<file path="src/rtl/data_memory_pkg.sv">
// data_memory_pkg: memory geometry and Program 1 operand/result byte layout
package data_memory_pkg;
   localparam int DM_W = 8;
   localparam int DM_A = 8;
   localparam int DM_DEPTH = 256;
   localparam logic [DM_A-1:0] IN_LO = 8'd0;
   localparam logic [DM_A-1:0] IN_HI = 8'd1;
   localparam logic [DM_A-1:0] OUT_LO = 8'd2;
   localparam logic [DM_A-1:0] OUT_HI = 8'd3;
endpackage

</file>
<file path="src/rtl/data_memory_if.sv">
// data_memory_if: byte memory bus; master drives DataAddr/ReadMem/MemWrite/DataIn, slave returns DataOut
interface data_memory_if #(
   parameter int W = data_memory_pkg::DM_W,
   parameter int A = data_memory_pkg::DM_A
);
   logic [A-1:0] DataAddr;
   logic ReadMem;
   logic MemWrite;
   logic [W-1:0] DataIn;
   logic [W-1:0] DataOut;
   modport master (output DataAddr, ReadMem, MemWrite, DataIn, input DataOut);
   modport slave (input DataAddr, ReadMem, MemWrite, DataIn, output DataOut);
endinterface

</file>
<file path="src/rtl/data_memory.sv">
// data_memory: single-port byte memory, synchronous write, combinational read
// ports: clk, reset (sync, active-high, blocks writes only), bus (slave side of data_memory_if)
module data_memory
   import data_memory_pkg::*;
#(
   parameter int W = DM_W,
   parameter int A = DM_A
) (
   input logic clk,
   input logic reset,
   data_memory_if.slave bus
);
   // dm is accessed hierarchically by benches; reset leaves it untouched so preloads survive
   logic [W-1:0] dm [2**A];
   always_ff @(posedge clk)
      if (!reset && bus.MemWrite) dm[bus.DataAddr] <= bus.DataIn;
   always_comb bus.DataOut = bus.ReadMem ? dm[bus.DataAddr] : '0;
endmodule

</file>
<file path="src/flat_wrapper.sv">
// flat-port wrapper written by rule: the top's interface ports become plain ports
module data_memory_flat import data_memory_pkg::*;
#(
   parameter int W = DM_W,
   parameter int A = DM_A
)
  (clk, reset, bus_DataAddr, bus_ReadMem, bus_MemWrite, bus_DataIn, bus_DataOut);
  data_memory_if #(.W(W), .A(A)) bus_i ();
  input logic clk;
  input logic reset;
  input wire logic [$bits(bus_i.DataAddr)-1:0] bus_DataAddr;
  input wire logic [$bits(bus_i.ReadMem)-1:0] bus_ReadMem;
  input wire logic [$bits(bus_i.MemWrite)-1:0] bus_MemWrite;
  input wire logic [$bits(bus_i.DataIn)-1:0] bus_DataIn;
  output wire logic [$bits(bus_i.DataOut)-1:0] bus_DataOut;
  assign bus_i.DataAddr = bus_DataAddr;
  assign bus_i.ReadMem = bus_ReadMem;
  assign bus_i.MemWrite = bus_MemWrite;
  assign bus_i.DataIn = bus_DataIn;
  assign bus_DataOut = bus_i.DataOut;
  data_memory #(.W(W), .A(A)) u_core (.clk(clk), .reset(reset), .bus(bus_i));
endmodule
</file>
<file path="config.mk">
export PLATFORM = sky130hd
export DESIGN_NAME = data_memory_flat
export DESIGN_NICKNAME = d
export VERILOG_FILES = /design/src/rtl/data_memory_pkg.sv /design/src/rtl/data_memory_if.sv /design/src/rtl/data_memory.sv /design/src/flat_wrapper.sv
export SDC_FILE = /design/constraint.sdc
export NUM_CORES = 2
export LEC_CHECK = 0
export BUFFER_PORTS_ARGS = -buffer_cell sky130_fd_sc_hd__buf_2
export CAP_MARGIN = 20
export CORE_AREA = 2 2 431 540
export DETAILED_ROUTE_END_ITERATION = 16
export DIE_AREA = 0 0 433 542
export GPL_ROUTABILITY_DRIVEN = 0
export PLACE_DENSITY = 0.49
export SLEW_MARGIN = 20
export SYNTH_ARGS = -nofsm -noshare
export SYNTH_HDL_FRONTEND = slang
export SYNTH_SLANG_ARGS = --single-unit
export TNS_END_PERCENT = 100
</file>
<file path="constraint.sdc">
create_clock -name clk -period 5.85 [get_ports clk]
set_input_delay 0 -clock clk [delete_from_list [all_inputs] [get_ports clk]]
set_output_delay 0 -clock clk [all_outputs]
set_load 0.02 [all_outputs]
</file>
# After elaboration in Yosys (flattened, before gate mapping)

Memory sizes are Yosys's and may differ from the RTL's.
Cells that the tools add are included.

Muxes and demuxes: 3
Reductions and logical operators: 2

Operators with widths:

| operator          | number |
|---|---|
| 8-bit 2-to-1 mux  | 1 |
| 1-bit 2-to-1 mux  | 2 |
| 1-bit logical AND | 1 |
| 1-bit logical NOT | 1 |

Bits in registers: 0
RAM bits: 2,048
Input bits: 20
Output and inout port bits: 8
Logic and storage cells: 6
Memories kept: 1

Memories:

| name      | words | bits a word | rd ports | clocked after Yosys merged registers in | wr ports | RTL line          | text |
|---|---|---|---|---|---|---|---|
| u_core.dm | 256   | 8           | 1        | 0                                       | 1        | data_memory.sv:14 | `logic [W-1:0] dm [2**A];` |

# Longest topological paths before layout

Depth after elaboration: 4
Depth in mapped cells: 12
Depth with buffers taken out: 7

# Worst setup path before layout

Ideal clock, no wire load.

Kind: input-to-reg
Start: in bus_DataAddr[0]
End: mem u_core.dm[103][0] (netlist name), enable pin
Setup time: 0.370 ns
Arrival time: 1.945 ns
Required time: 5.480 ns
Path slack: 3.535 ns
Stages: 11
Buffers on the path: 7
Cells stage by stage: buf_6 -> buf_8 -> buf_8 -> buf_8 -> buf_8 -> buf_6 -> nand2_1 -> nor2_1 -> nand2_1 -> clkbuf_1 -> nor2_1

RTL lines:

| what               | RTL line           | text |
|---|---|---|
| start: declaration | flat_wrapper.sv:11 | `input wire logic [$bits(bus_i.DataAddr)-1:0] bus_DataAddr;` |
| end: declaration   | data_memory.sv:14  |  |

No word-level cell before the write port.

# Worst setup path in the final report

Start: in bus_DataAddr[0]
End: out bus_DataOut[2]

Word-level cells in the longest chain between the ends: 2

Ends and longest elaborated chain:

| what                    | RTL line           | text |
|---|---|---|
| memory read 256 x 8 bit | --                 |  |
| 8-bit 2-to-1 mux        | data_memory.sv:17  | `always_comb bus.DataOut = bus.ReadMem ? dm[bus.DataAddr] : '0;` |
| end: declaration        | flat_wrapper.sv:15 | `output wire logic [$bits(bus_i.DataOut)-1:0] bus_DataOut;` |

Every way passes these cells.

==> parameters.txt <==
Parameter                              Value

Flow run
  Count of maximum capacitance violations ... 0

Outcome
  Status ... finished, final reports clean

Placed design
  Buffers added on ports ... 27
  Total half-perimeter wirelength after legalization and detailed placement ... between 100 and 150 mm
  Placed cell count ... a little under 7k
  Area post-placement ... about 84,000 um^2

Clock tree
  # H-tree levels ... 4
  Number of buffers inserted by hold repair at cts ... 8
  Number of setup buffers added after CTS ... 0
  Clock Pin Slew Worst Setup and Hold Paths ... 60 ps
  TritonCTS clock tree ... yes
  Number of instances resized during post-cts repair ... 0
  Clock Path Buffers ... 4
  Number of sinks driven by the clock tree ... 2,048
  Number of buffers created by CTS ... just over 200
  Clk Tree Root Cell ... sky130_fd_sc_hd__clkbuf_16

Floorplan
  Core Region ... about 230,000 um^2
  Total Die Area ... between 200,000 and 250,000 um^2
  Num rows ... 197
  Number of primary I/O pins ... 28
  Die height ... about 540 um
  Die X ... about 430 um
  Starting density of the core ... 34.86%

Global routing
  Global routing usage on met2 ... 31.76%
  Number of antenna violations at the first check in global routing ... 12
  Met1 demand-to-capacity share in global routing ... between 20% and 30%
  Global router's overall resource usage ... a little under a fifth
  Vias in the first global route ... 39.69k
  Busiest layer in global routing ... met2
  Wire length of the first global-routing pass ... between 300 and 400 mm
  Gr ovfl total ... 0
  Largest net degree at the start of global routing ... between 150 and 200
  Met3 routing resource usage after global routing ... 2.337%

Setup path
  Cell Chain, Critical Path ... buf_8, buf_4, mux2i_1, o22ai_1, a2111oi_2, o211ai_1, o32ai_1, o211ai_1, and4b_1, buf_2
  Sort of element at the end of the critical path ... output pin
  Stage delay of the slowest cell on the critical path ... about 680 ps
  Crit path top cell by count ... sky130_fd_sc_hd__o211ai_1
  Library cell contributing the largest single delay on the critical path ... sky130_fd_sc_hd__o32ai_1
  Launching element type of the critical path ... input port
  Data arrival time of the critical path ... between 4000 and 5000 ps
  Type of the setup path with the least slack ... input port to output pin
  Buffer and inverter count on the worst path ... 3
  CP max FO ... 54
  Required time of the worst setup path ... around 5900 ps
  Top cell family by delay on the critical path ... compound AO/OA/AOI/OAI gates

STA
  Max Slew Vio Count ... 0
  Final setup violation count ... 0
  Max_slew headroom ... between 20% and 30%
  Maximum clock frequency ... between 200 and 250 MHz
  Hold Fails Final Rpt ... 0
  Unrepaired setup endpoints after global routing ... no
  Period minus WS final ... between 4000 and 5000 ps
  Transition time at the pin with the least slew margin ... 1175 ps
  Fin crit share ... 69.48%
  Final TNS setup ... 0 ps

Logic synthesis
  Number of instances in the synthesized netlist ... ~4k
  Mapped Avg Cell Area ... a little over 20 um^2
  Seq/Total Area, Yosys ... around 77%
  Number of enable flip-flop cells after synthesis ... 2,048
  Netlist area before placement ... ~80,000 um^2
  Share of flip-flops with an asynchronous set or reset ... 0%
  Primary FF master, synth ... sky130_fd_sc_hd__edfxtp_1
  Total of flip-flops plus latches after synthesis ... 2,048
  Number of different library cells in the post-synthesis netlist ... 56
  Number of warnings reported in the yosys synthesis log ... 0
  Total nets after synthesis ... about 4.0k

Cells and area
  Layout-stage area growth over the synthesis result ... 12.61%
  Largest regs ... u_core.dm: 2048 flops
  Fraction of final layout cells sized beyond drive strength 1 ... 19.67%
  Final cell count without fillers ... between 7k and 8k
  Top reg by flops ... u_core.dm
  Max FFs per register ... 2,048
  Final Cell Area ... 90,090 um^2
  Final core utilization ... about two fifths
  Nets ... approximately 4k

Power
  Static leakage ... roughly 28 nW
  Maximum vdd ir drop ... roughly 240 uV
  Total power draw ... slightly above 30 mW
  Pwr/cell area ... 337.8 nW/um^2

Route
  Drt first-iter violations ... between 3k and 4k
  Routed wirelength normalized by instance count ... roughly 30 um
  Final wirelength ... roughly 220 mm
  Number of design rule violations left after detail routing ... 0
  Vias after detailed routing ... a little under 40k
  Mean number of vias per cell ... roughly 5.3
  TritonRoute pass-1 iters ... 5
  Post-DRT Antenna Nets ... 0

Min path
  Worst min-delay path class ... input port to flip-flop
[report_power, final]
group	leakage (nW)	internal (mW)	switching, mW	total [mW]
Sequential	18.4	16.2	0.00362	16.2
Combinational	6.38	0.481	1.02	1.50
Clock	3.09	7.22	5.54	12.8
[worst paths after layout]
check                           start           endpoint  slack [ps]  cells after the start
worst max-delay path  bus_DataAddr[0]     bus_DataOut[2]        1790                     10
worst min-delay path    bus_DataIn[5]  u_core.dm[200][5]         190                      2
[metal layers]
layer / vias to the layer above / part of all wire, % / routed length [um]
li1: 16440 / - / -
met1: 20850 / 41 / 89560
met2: 1000 / 52 / 111900
met3: 301 / 4.4 / 9632
met4: 2 / 2.6 / 5670
met5: - / 0.0060 / 13
[cell usage after synthesis, types with 15 or more instances]
cell	number	area share [%]
sky130_fd_sc_hd__edfxtp_1	2048	77
sky130_fd_sc_hd__nor2_1	292	1.4
sky130_fd_sc_hd__a21oi_1	34	0.21
sky130_fd_sc_hd__buf_6	38	0.53
sky130_fd_sc_hd__buf_4	18	0.17
sky130_fd_sc_hd__o22ai_1	46	0.36
sky130_fd_sc_hd__mux4_2	388	11
sky130_fd_sc_hd__nor3_1	15	0.094
sky130_fd_sc_hd__a221oi_1	23	0.25
sky130_fd_sc_hd__a31oi_1	16	0.13
sky130_fd_sc_hd__a22oi_1	97	0.91
sky130_fd_sc_hd__mux2i_1	297	3.7
sky130_fd_sc_hd__nor2b_1	18	0.14
sky130_fd_sc_hd__mux2_2	26	0.37
sky130_fd_sc_hd__nand4_1	19	0.15
sky130_fd_sc_hd__o21ai_0	57	0.36
sky130_fd_sc_hd__buf_2	55	0.34
sky130_fd_sc_hd__nand3_1	57	0.36
sky130_fd_sc_hd__clkbuf_1	104	0.49
sky130_fd_sc_hd__o211ai_1	29	0.27
sky130_fd_sc_hd__nand2_1	115	0.54
[cell usage in the layout, fill, tap and decap left out, types with 13 or more instances in the layout]
master / count
sky130_fd_sc_hd__buf_2: 13
sky130_fd_sc_hd__nor2b_1: 14
sky130_fd_sc_hd__a221oi_1: 23
sky130_fd_sc_hd__nand2_1: 100
sky130_fd_sc_hd__a21oi_1: 34
sky130_fd_sc_hd__clkbuf_1: 48
sky130_fd_sc_hd__nor2_1: 288
sky130_fd_sc_hd__o22ai_1: 46
sky130_fd_sc_hd__edfxtp_1: 2048
sky130_fd_sc_hd__mux2i_1: 297
sky130_fd_sc_hd__buf_12: 21
sky130_fd_sc_hd__nor3_1: 15
sky130_fd_sc_hd__nand4_1: 19
sky130_fd_sc_hd__bufinv_16: 15
sky130_fd_sc_hd__clkbuf_16: 210
sky130_fd_sc_hd__o211ai_1: 29
sky130_fd_sc_hd__mux4_2: 388
sky130_fd_sc_hd__a31oi_1: 16
sky130_fd_sc_hd__clkinv_2: 26
sky130_fd_sc_hd__nand2_2: 14
sky130_fd_sc_hd__clkinv_1: 53
sky130_fd_sc_hd__nand3_1: 57
sky130_fd_sc_hd__a22oi_1: 97
sky130_fd_sc_hd__mux2_2: 26
sky130_fd_sc_hd__o21ai_0: 57
sky130_fd_sc_hd__buf_4: 61
[area by class of cell]
| type | count | area (um^2) |
|---|---|---|
| antenna | 2 | 5.005 |
| clock buffer | 258 | 5435 |
| clock inverter | 108 | 925.9 |
| fill | 20510 | 139400 |
| inverter | 9 | 33.78 |
| multi-input combinational | 1643 | 17150 |
| sequential | 2048 | 61500 |
| tap | 3084 | 3859 |
| timing repair buffer | 114 | 1185 |
[per-stage QoR]
step / worst slack [ps] / hold slack (ps)
after global placement: 1606 / 496.6
after global routing: 1692 / 188.2
after floorplan: 3535 / 98.87
final: 1785 / 186.2
after detailed placement: 1733 / 508.8
after CTS: 1728 / 178.2
[cells by family after synthesis]
kind of cell	after synthesis	synth area share, %
multiplexers	711	15.00
AND/OR/NAND/NOR	560	3.045
AO/OA/AOI/OAI	372	3.288
buffers and inverters	245	1.789
flip-flops	2048	76.87
No activity file was read; power rests on OpenSTA's default activity.
